[config.mk]
export PLATFORM = sky130hd
export DESIGN_NAME = if_fetch_ctrl
export DESIGN_NICKNAME = d
export VERILOG_FILES = /design/src/rtl/if_pkg.sv /design/src/rtl/if_fetch_fifo.sv /design/src/rtl/if_fetch_ctrl.sv
export SDC_FILE = /design/constraint.sdc
export NUM_CORES = 1
export LEC_CHECK = 0
export CORE_AREA = 5 5 162 164
export DETAILED_ROUTE_END_ITERATION = 16
export DIE_AREA = 0 0 167 169
export DONT_BUFFER_PORTS = 1
export PLACE_DENSITY = 0.61
export SYNTH_ARGS = -nofsm -noshare
export SYNTH_HDL_FRONTEND = slang
export SYNTH_SLANG_ARGS = --single-unit
[constraint.sdc]
create_clock -name clk -period 2.1 [get_ports clk]
set_clock_uncertainty 0.05 [all_clocks]
set_input_delay 0.315 -clock clk [delete_from_list [all_inputs] [get_ports clk]]
set_output_delay 0.315 -clock clk [all_outputs]
set_load 0.01 [all_outputs]
[src/rtl/if_pkg.sv]
// ----------------------------------------------------------------------------
// if_pkg
// Shared types and helpers for the instruction-fetch sequencer.
//   state_e        : sequencer state (IDLE / RUN / FAULT)
//   fetch_entry_t  : one buffered fetch result {pc, instr}
//   pcLegal()      : word-aligned and within the instruction memory
// ----------------------------------------------------------------------------
package if_pkg;

    localparam int INSTR_W = 32;
    localparam int ADDR_W  = 32;

    typedef enum logic [1:0] {
        IDLE  = 2'd0,
        RUN   = 2'd1,
        FAULT = 2'd2
    } state_e;

    typedef struct packed {
        logic [ADDR_W-1:0]  pc;
        logic [INSTR_W-1:0] instr;
    } fetch_entry_t;

    // lastWord is the highest legal word address (memory size minus 4).
    function automatic logic pcLegal(input logic [ADDR_W-1:0] pc,
                                     input logic [ADDR_W-1:0] lastWord);
        return (pc[1:0] == 2'b00) && (pc <= lastWord);
    endfunction

endpackage

[src/rtl/if_fetch_fifo.sv]
// ----------------------------------------------------------------------------
// if_fetch_fifo
// Two-entry FIFO of fetch entries between the fetch sequencer and decode.
// Ports:
//   clk, rst_n      : clock, asynchronous active-low reset
//   push_i          : write push_data_i (ignored when full without a pop)
//   push_data_i     : entry to write
//   pop_i           : consume the head (ignored when empty)
//   flush_i         : discard all entries; wins over push
//   count_o         : number of buffered entries (0..2)
//   head_o          : oldest entry
// ----------------------------------------------------------------------------
module if_fetch_fifo
    import if_pkg::*;
#(
    parameter int DEPTH = 2
) (
    input  logic         clk,
    input  logic         rst_n,
    input  logic         push_i,
    input  fetch_entry_t push_data_i,
    input  logic         pop_i,
    input  logic         flush_i,
    output logic [1:0]   count_o,
    output fetch_entry_t head_o
);

    localparam logic [1:0] FULL_COUNT = 2'(DEPTH);

    fetch_entry_t mem_q [2];
    fetch_entry_t mem_d [2];
    logic         wrPtr_q, wrPtr_d;
    logic         rdPtr_q, rdPtr_d;
    logic [1:0]   count_q, count_d;
    logic         doPush;
    logic         doPop;

    // A pop frees a slot in the same cycle, so a full FIFO can push and pop
    // together and stay full.
    always_comb begin
        mem_d   = mem_q;
        wrPtr_d = wrPtr_q;
        rdPtr_d = rdPtr_q;
        count_d = count_q;
        doPop   = pop_i && (count_q != 2'd0);
        doPush  = push_i && ((count_q != FULL_COUNT) || doPop);

        if (flush_i) begin
            wrPtr_d = 1'b0;
            rdPtr_d = 1'b0;
            count_d = 2'd0;
        end else begin
            if (doPush) begin
                mem_d[wrPtr_q] = push_data_i;
                wrPtr_d        = ~wrPtr_q;
            end
            if (doPop) begin
                rdPtr_d = ~rdPtr_q;
            end
            count_d = count_q + {1'b0, doPush} - {1'b0, doPop};
        end
    end

    always_ff @(posedge clk or negedge rst_n) begin
        if (!rst_n) begin
            for (int i = 0; i < 2; i++) begin
                mem_q[i] <= '0;
            end
            wrPtr_q <= 1'b0;
            rdPtr_q <= 1'b0;
            count_q <= 2'd0;
        end else begin
            mem_q   <= mem_d;
            wrPtr_q <= wrPtr_d;
            rdPtr_q <= rdPtr_d;
            count_q <= count_d;
        end
    end

    assign count_o = count_q;
    assign head_o  = mem_q[rdPtr_q];

endmodule

[src/rtl/if_fetch_ctrl.sv]
// ----------------------------------------------------------------------------
// if_fetch_ctrl
// Instruction-fetch sequencer. Owns the PC, presents it to a combinational
// instruction memory and buffers {pc, word} pairs in a 2-entry FIFO toward
// decode. Supports start, redirect with flush, and a sticky fault on
// misaligned or out-of-range PCs.
// Ports:
//   clk, rst_n               : clock, asynchronous active-low reset
//   start                    : IDLE -> RUN pulse
//   redirect_valid/_pc       : load new PC and flush the buffer
//   imem_addr / imem_rdata   : instruction memory address and returned word
//   out_valid/ready/instr/pc : handshake toward decode
//   fault, fault_pc          : sticky fault flag and offending PC
//   busy                     : high in RUN
// ----------------------------------------------------------------------------
module if_fetch_ctrl
    import if_pkg::*;
#(
    parameter logic [31:0] RESET_PC   = 32'h0000_0000,
    parameter int          MEM_BYTES  = 128,
    parameter int          FIFO_DEPTH = 2
) (
    input  logic                clk,
    input  logic                rst_n,
    input  logic                start,
    input  logic                redirect_valid,
    input  logic [ADDR_W-1:0]   redirect_pc,
    output logic [ADDR_W-1:0]   imem_addr,
    input  logic [INSTR_W-1:0]  imem_rdata,
    output logic                out_valid,
    input  logic                out_ready,
    output logic [INSTR_W-1:0]  out_instr,
    output logic [ADDR_W-1:0]   out_pc,
    output logic                fault,
    output logic [ADDR_W-1:0]   fault_pc,
    output logic                busy
);

    localparam logic [ADDR_W-1:0] LAST_WORD  = ADDR_W'(MEM_BYTES - 4);
    localparam logic [1:0]        FULL_COUNT = 2'(FIFO_DEPTH);

    state_e            state_q, state_d;
    logic [ADDR_W-1:0] pc_q, pc_d;
    logic [ADDR_W-1:0] faultPc_q, faultPc_d;

    logic         fifoPush;
    logic         fifoFlush;
    logic         fifoPop;
    logic [1:0]   fifoCount;
    fetch_entry_t fifoHead;
    fetch_entry_t pushData;
    logic         outValid;

    assign outValid = (fifoCount != 2'd0);
    assign fifoPop  = outValid && out_ready;
    assign pushData = '{pc: pc_q, instr: imem_rdata};

    // Redirect overrides everything. A pop in the same cycle still counts as
    // accepted by decode; the flush then empties whatever is left. In RUN the
    // current PC is range-checked before any fetch so a bad PC never reaches
    // the buffer.
    always_comb begin
        state_d   = state_q;
        pc_d      = pc_q;
        faultPc_d = faultPc_q;
        fifoPush  = 1'b0;
        fifoFlush = 1'b0;

        if (redirect_valid) begin
            pc_d      = redirect_pc;
            fifoFlush = 1'b1;
            if (state_q == FAULT) begin
                if (pcLegal(redirect_pc, LAST_WORD)) begin
                    state_d = RUN;
                end else begin
                    faultPc_d = redirect_pc;
                end
            end
        end else begin
            case (state_q)
                IDLE: begin
                    if (start) begin
                        state_d = RUN;
                    end
                end
                RUN: begin
                    if (!pcLegal(pc_q, LAST_WORD)) begin
                        state_d   = FAULT;
                        faultPc_d = pc_q;
                        fifoFlush = 1'b1;
                    end else if ((fifoCount != FULL_COUNT) || fifoPop) begin
                        fifoPush = 1'b1;
                        pc_d     = pc_q + 32'd4;
                    end
                end
                FAULT: begin
                end
                default: begin
                    state_d = IDLE;
                end
            endcase
        end
    end

    always_ff @(posedge clk or negedge rst_n) begin
        if (!rst_n) begin
            state_q   <= IDLE;
            pc_q      <= RESET_PC;
            faultPc_q <= '0;
        end else begin
            state_q   <= state_d;
            pc_q      <= pc_d;
            faultPc_q <= faultPc_d;
        end
    end

    if_fetch_fifo #(
        .DEPTH(FIFO_DEPTH)
    ) u_fifo (
        .clk        (clk),
        .rst_n      (rst_n),
        .push_i     (fifoPush),
        .push_data_i(pushData),
        .pop_i      (fifoPop),
        .flush_i    (fifoFlush),
        .count_o    (fifoCount),
        .head_o     (fifoHead)
    );

    // Data outputs read as zero whenever nothing is buffered.
    assign imem_addr = pc_q;
    assign out_valid = outValid;
    assign out_instr = outValid ? fifoHead.instr : '0;
    assign out_pc    = outValid ? fifoHead.pc : '0;
    assign fault     = (state_q == FAULT);
    assign fault_pc  = faultPc_q;
    assign busy      = (state_q == RUN);

endmodule

== Word level (Yosys, flattened, before mapping) ==
Index checks and enable logic that the tools add are counted.
W data, S select, Z words.

* Input bits: 69
* Logic and storage cells: 89
* Bits in registers: 198

* Reductions and logical operators: 21
* $lt $le $gt $ge: 5
* $add $sub $neg: 3
* Bitwise logic cells: 5
* Equal/unequal tests: 10
* Mux-type cells: 35

{| class="wikitable"
|+ Operator list
! kind !! count
|-
| $mux W32 || 11
|-
| $mux W64 || 4
|-
| $bwmux W128 || 1
|-
| $demux W64 S1 || 1
|-
| $le A32 B7 Y1 const B || 2
|-
| $add A32 B3 Y32 const B || 1
|-
| $mux W2 || 6
|-
| $reduce_bool A2 Y1 || 6
|-
| $mux W1 || 11
|-
| $ne A2 B2 Y1 const B || 4
|-
| $logic_and A1 B1 Y1 || 6
|-
| $logic_not A2 Y1 || 3
|-
| $ne A3 B3 Y1 const B || 2
|-
| $pmux W2 S3 || 1
|-
| $reduce_and A5 Y1 || 1
|-
| $ge A2 B2 Y1 const B || 2
|-
| $ne A2 B1 Y1 const B || 2
|-
| $not A1 Y2 || 2
|-
| $reduce_and A4 Y1 || 1
|-
| $not A1 Y1 || 3
|-
| $reduce_and A3 Y1 || 1
|-
| $add A2 B1 Y2 || 1
|-
| $eq A2 B1 Y1 const B || 1
|-
| $eq A2 B2 Y1 const B || 1
|-
| 4 further kinds || 5
|}

== Logic depth before layout (Yosys ltp) ==
Gate-level depths: netlist (run 1).

* Depth after elaboration: 11
* Mapped depth: 8
* Gate-level depth less buffers: 7

== Hierarchy ==
From an unflattened synthesis (run 1), not the netlist that was laid out.

* Cell total of the unflattened synthesis: 648
* Area, all modules: 9384.0 um^2

{| class="wikitable"
|+ Modules (own cells, without submodules)
! module !! cells an instance !! area each (um^2) !! instances !! seq. area each (um^2)
|-
| if_fetch_fifo || 363 || 5969.5 || 1 || 3303.2
|-
| if_fetch_ctrl || 285 || 3414.5 || 1 || 1651.6
|}

== Worst setup path before layout (run 1) ==
No wires, ideal clock.

* Kind: register to register
* From: register pc_q[27] (netlist: imem_addr[27])
* To: register u_fifo.mem_q[98] (netlist bit)
* Arrival: 2.109 ns
* Setup time: 0.128 ns
* Path buffers: 2
* Period minus slack after synthesis: 2.287 ns
* Stages on the path, launching flop included: 8
* Path slack: -0.187 ns
* Path through: dfrtp_1 > nor4_2 > nand4_2 > nor4_4 > nor2b_1 > buf_4 > buf_6 > mux2_1

* Word-level cells in the longest chain between the ends: 7
* Elaborated cells between the ends (all ways): 11

{| class="wikitable"
|+ RTL lines
! what !! RTL line !! RTL
|-
| start, declared || if_fetch_ctrl.sv:43 || <nowiki>logic [ADDR_W-1:0] pc_q, pc_d;</nowiki>
|-
| start signal, assigned || if_fetch_ctrl.sv:112 || <nowiki>pc_q <= pc_d;</nowiki>
|-
| $le A32 B7 Y1 * || if_pkg.sv:27 || <nowiki>return (pc[1:0] == 2'b00) && (pc <= lastWord);</nowiki>
|-
| $logic_and A1 B1 Y1 * || if_pkg.sv:27 ||
|-
| $mux W1 || if_fetch_ctrl.sv:87 || <nowiki>if (!pcLegal(pc_q, LAST_WORD)) begin</nowiki>
|-
| $mux W1 || if_fetch_ctrl.sv:80 || <nowiki>case (state_q)</nowiki>
|-
| $mux W1 || if_fetch_ctrl.sv:69 || <nowiki>if (redirect_valid) begin</nowiki>
|-
| $logic_and A1 B1 Y1 or $not A1 Y1 (tied branches) || n/a ||
|-
| $reduce_and A2 Y1 (no source line) * || n/a ||
|-
| end signal, assigned || if_fetch_fifo.sv:73 || <nowiki>mem_q <= mem_d;</nowiki>
|-
| end, declared || if_fetch_fifo.sv:30 || <nowiki>fetch_entry_t mem_q [2];</nowiki>
|}

Mark *: on every way between the ends. The rest lies on a longest branch, timed or not.
A chain may end at the register's enable or synchronous reset.

== Final worst setup path (run 1) ==
* From: register pc_q[0] (netlist: imem_addr[0])
* To: register u_fifo.mem_q[85] (netlist bit)

* Word-level cells in the longest chain between the ends: 7
* Elaborated cells between the ends (all ways): 12

{| class="wikitable"
|+ RTL lines
! what !! RTL line
|-
| $le A32 B7 Y1 or $logic_not A2 Y1 (tied branches) || if_pkg.sv:27
|-
| $logic_and A1 B1 Y1 * || if_pkg.sv:27
|-
| $mux W1 || if_fetch_ctrl.sv:87
|-
| $mux W1 || if_fetch_ctrl.sv:80
|-
| $mux W1 || if_fetch_ctrl.sv:69
|-
| $logic_and A1 B1 Y1 or $not A1 Y1 (tied branches) || n/a
|-
| $reduce_and A2 Y1 (no source line) * || n/a
|}

Marked as above.

==> flow_summary.yaml, run 1 <==
clocking:
  cts_tree: "yes"
  cts_buffers: 17
  cts_buffer_depth: 2
  clk_pin_slew_ns: 0.07
  insertion_delay_ns: 0.43
  clock-sinks: 198
  h-tree-depth: 4
  root_buffer: "clkbuf_16"
setup_path:
  cp_cell_sequence: "nor4_1 > nand3_1 > nor4_4 > nor2b_4 > buf_12 > mux2_1"
  crit_family: "simple AND/OR/NAND/NOR gates"
  r2r_start: "imem_addr[0]"
  critPathRequiredTime_ns: 2.35
  max_stage_delay_ns: 0.41
  critPathBufInv: 1
  start_kind: "register"
  worst-r2r-setup-slack_ns: -0.07
  worstPathMaxFanout: 32
  regToRegEndpoint: "u_fifo.mem_q[85]"
  worst_setup_path_end_kind: "register"
  worst_r2r_path_depth: 6
  cp.arrival_ns: 2.42
  critPathSlowestCell: "dfrtp_1"
  crit_type: "register to register"
synth:
  synth_edf_count: 0
  syn-cell-area_sq_um: 8440
  postSynth.asyncResetShare_pct: 100
  synth_cell_types: 37
  synthXorXnorAreaFrac_pct: 0.830
  synth-seq-area-share_pct: 58.7
  synthAdderAreaFrac_pct: 0.296
  synth_compound_area_share_pct: 1.38
  synth_top_area_share_pct: 58.7
  syn_nets: 711
  synth_flop_cell: "dfrtp_1"
  ys_top_cells_by_area: "dfrtp_1, mux2_2, mux2i_1"
  avgSynthCellArea_sq_um: 13.2
  synth_top_cells_by_count: "dfrtp_1, mux2_2, nor2_1"
  muxShareOfSynthArea_pct: 25.7
  synthSimpleGateAreaFrac_pct: 10.5
  synth_top_family_by_area: "multiplexers"
  syn_inst: 640
  yosys.area.top_type: "dfrtp_1"
  yosysMostFrequentCell: "dfrtp_1"
  yosysWarnings: 0
  synth_seq_cells: 198
placed_design:
  hpwl_mm: 13.8
  io_buffers: 0
  placed_cells: 989
  gp_congestion: 0.763
  placement.cell_area_sq_um: 9200
detailed_routing:
  drt_pass1_iterations: 4
  viasPerCell: 4.93
  drc: 0
  ant_nets: 0
  routedWlPerCell_um: 20.1
  first_iter_violations: 196
  wirelength_mm: 22.2
  via_count: 5457
global_routing:
  grt_max_degree: 199
  grt_overflow: 0
  grt_usage_pct: 15.2
  grt_pass1_wl_mm: 34.1
  grt_pass1_vias: 6074
  antenna_found_initial: 0
cells_and_area:
  nets: 834
  layoutNonFillerInstCount: 1106
  fillerInstances: 2225
  seqCellArea_sq_um: 4960
  multi_input_area_sq_um: 3490
  utilization_pct: 44.5
  design_area_sq_um: 11000
  n_antenna_cell: 0
  area_growth_pct: 30.4
  drive_above_1_share_pct: 32.7
timing:
  setup_slack_ns: -0.0749
  maxSlewViolCount: 0
  period_needed_ns: 2.17
  max_freq_mhz: 460
  fin_hold_ws_ns: -0.464
  min_period_over_period_pct: 104
  hold_viol: 198
  rsz0062_at_grt: "true"
  setup_violations: 69
  worstMarginPinSlew_ns: 1.16
  slew_headroom_pct: 22.2
die:
  die_area_sq_um: 28200
  dieHeight_um: 169
  fp.coreArea_sq_um: 24700
  io_pins: 200
  rows: 58
  die_w_um: 167
  start_util_pct: 34.1
power:
  ir_worst_vdd_mv: 0.492
  power_density_nw_per_um2: 832
  leakage_nw: 4.92
flow_run:
  maxCapViolations: 0
hold_path:
  hp-class: "input port to async pin"
status:
  violations: "negative hold slack, negative setup slack"
  outcome: "complete, but fails checks"
## report_power, final
part / internal (mW) / leakage, nW / switching [mW]
logic: 0.824 / 2.02 / 0.504
registers: 4.21 / 2.62 / 0.481
clock network: 1.63 / 0.278 / 1.52
total: 6.66 / 4.92 / 2.50
## logic make-up after synthesis
group / count (synthesis)
adders and majority gates: 2
xor gates and xnor gates: 8
AOI/OAI and AO/OA: 19
and+or+nand+nor: 166
DFF: 198
buffers and inverters: 47
muxes: 200
## flip-flops by register name, summed over array words and instances, names as in the netlist
name	flops
fault_pc	32
imem_addr	32
state_q	2
u_fifo.count_o	2
u_fifo.mem_q	128
u_fifo.rdPtr_q	1
u_fifo.wrPtr_q	1
## layer usage
layer / wire length, um / global-route usage [%] / share of wire, %
met1: 9180 / 18.6 / 41
met2: 11200 / 25.7 / 50
met3: 1640 / 5.74 / 7.4
met4: 199 / 3.24 / 0.90
met5: 0 / 0 / 0
## through the flow
step	setup WS (ns)	hold slack, ns	power [mW]	TNS, ns
2_1_floorplan	-0.125	-0.0306	5.31	-4.14
3_3_place_gp	-0.117	-0.0226	5.71	-7.07
3_5_place_dp	-0.159	-0.0206	5.75	-6.98
4_1_cts	-0.108	-0.487	9.22	-5.87
5_1_grt	-0.189	-0.505	9.60	-15.22
6_report	-0.0749	-0.464	9.16	-2.42
## worst max-delay path by stage
stage	from	end	cells after the start
finish	imem_addr[0]	u_fifo.mem_q[85]	6
global route	imem_addr[0]	u_fifo.mem_q[85]	6
CTS	imem_addr[0]	u_fifo.mem_q[71]	6
detailed placement	imem_addr[19]	imem_addr[3]	6
global placement	imem_addr[28]	imem_addr[3]	6
floorplan	imem_addr[13]	u_fifo.mem_q[98]	7
## cells in the final DEF, fill, tap and decap left out, types with 22 or more instances in the layout
cell type / netlist / final
and2_4: 0 / 22
mux2_1: 35 / 29
mux2_2: 101 / 99
mux2i_1: 64 / 64
dlygate4sd3_1: 0 / 64
clkbuf_16: 0 / 22
nor2_1: 72 / 69
nor2b_1: 29 / 28
dfrtp_1: 198 / 197
buf_4: 1 / 49
## repair_timing
item	in CTS	in global routing
setup buffers	10	1
endpoints found under the hold margin	290	205
hold buffers	60	4
cloned	5	7
setup endpoints to repair	160	160
gates resized for setup	24	41
pin swaps	1	29
## final cells by class
class                           instances  area share [%]
Clock buffer                           20            4.15
Clock inverter                         12            1.02
Inverter                               11           0.375
Multi-Input combinational cell        395            31.7
Sequential cell                       198            45.0
Tap cell                              330            3.75
Timing Repair Buffer                  140            14.0
(Power assumes the default switching activity.)
==> run 2: changes to the inputs <==
CTS_CLUSTER_SIZE = 16   (was not set)
RECOVER_POWER = 50   (was not set)
==> results of run 2 <==
Same layout as run 1: the final DEF is identical, and so are final timing and power.
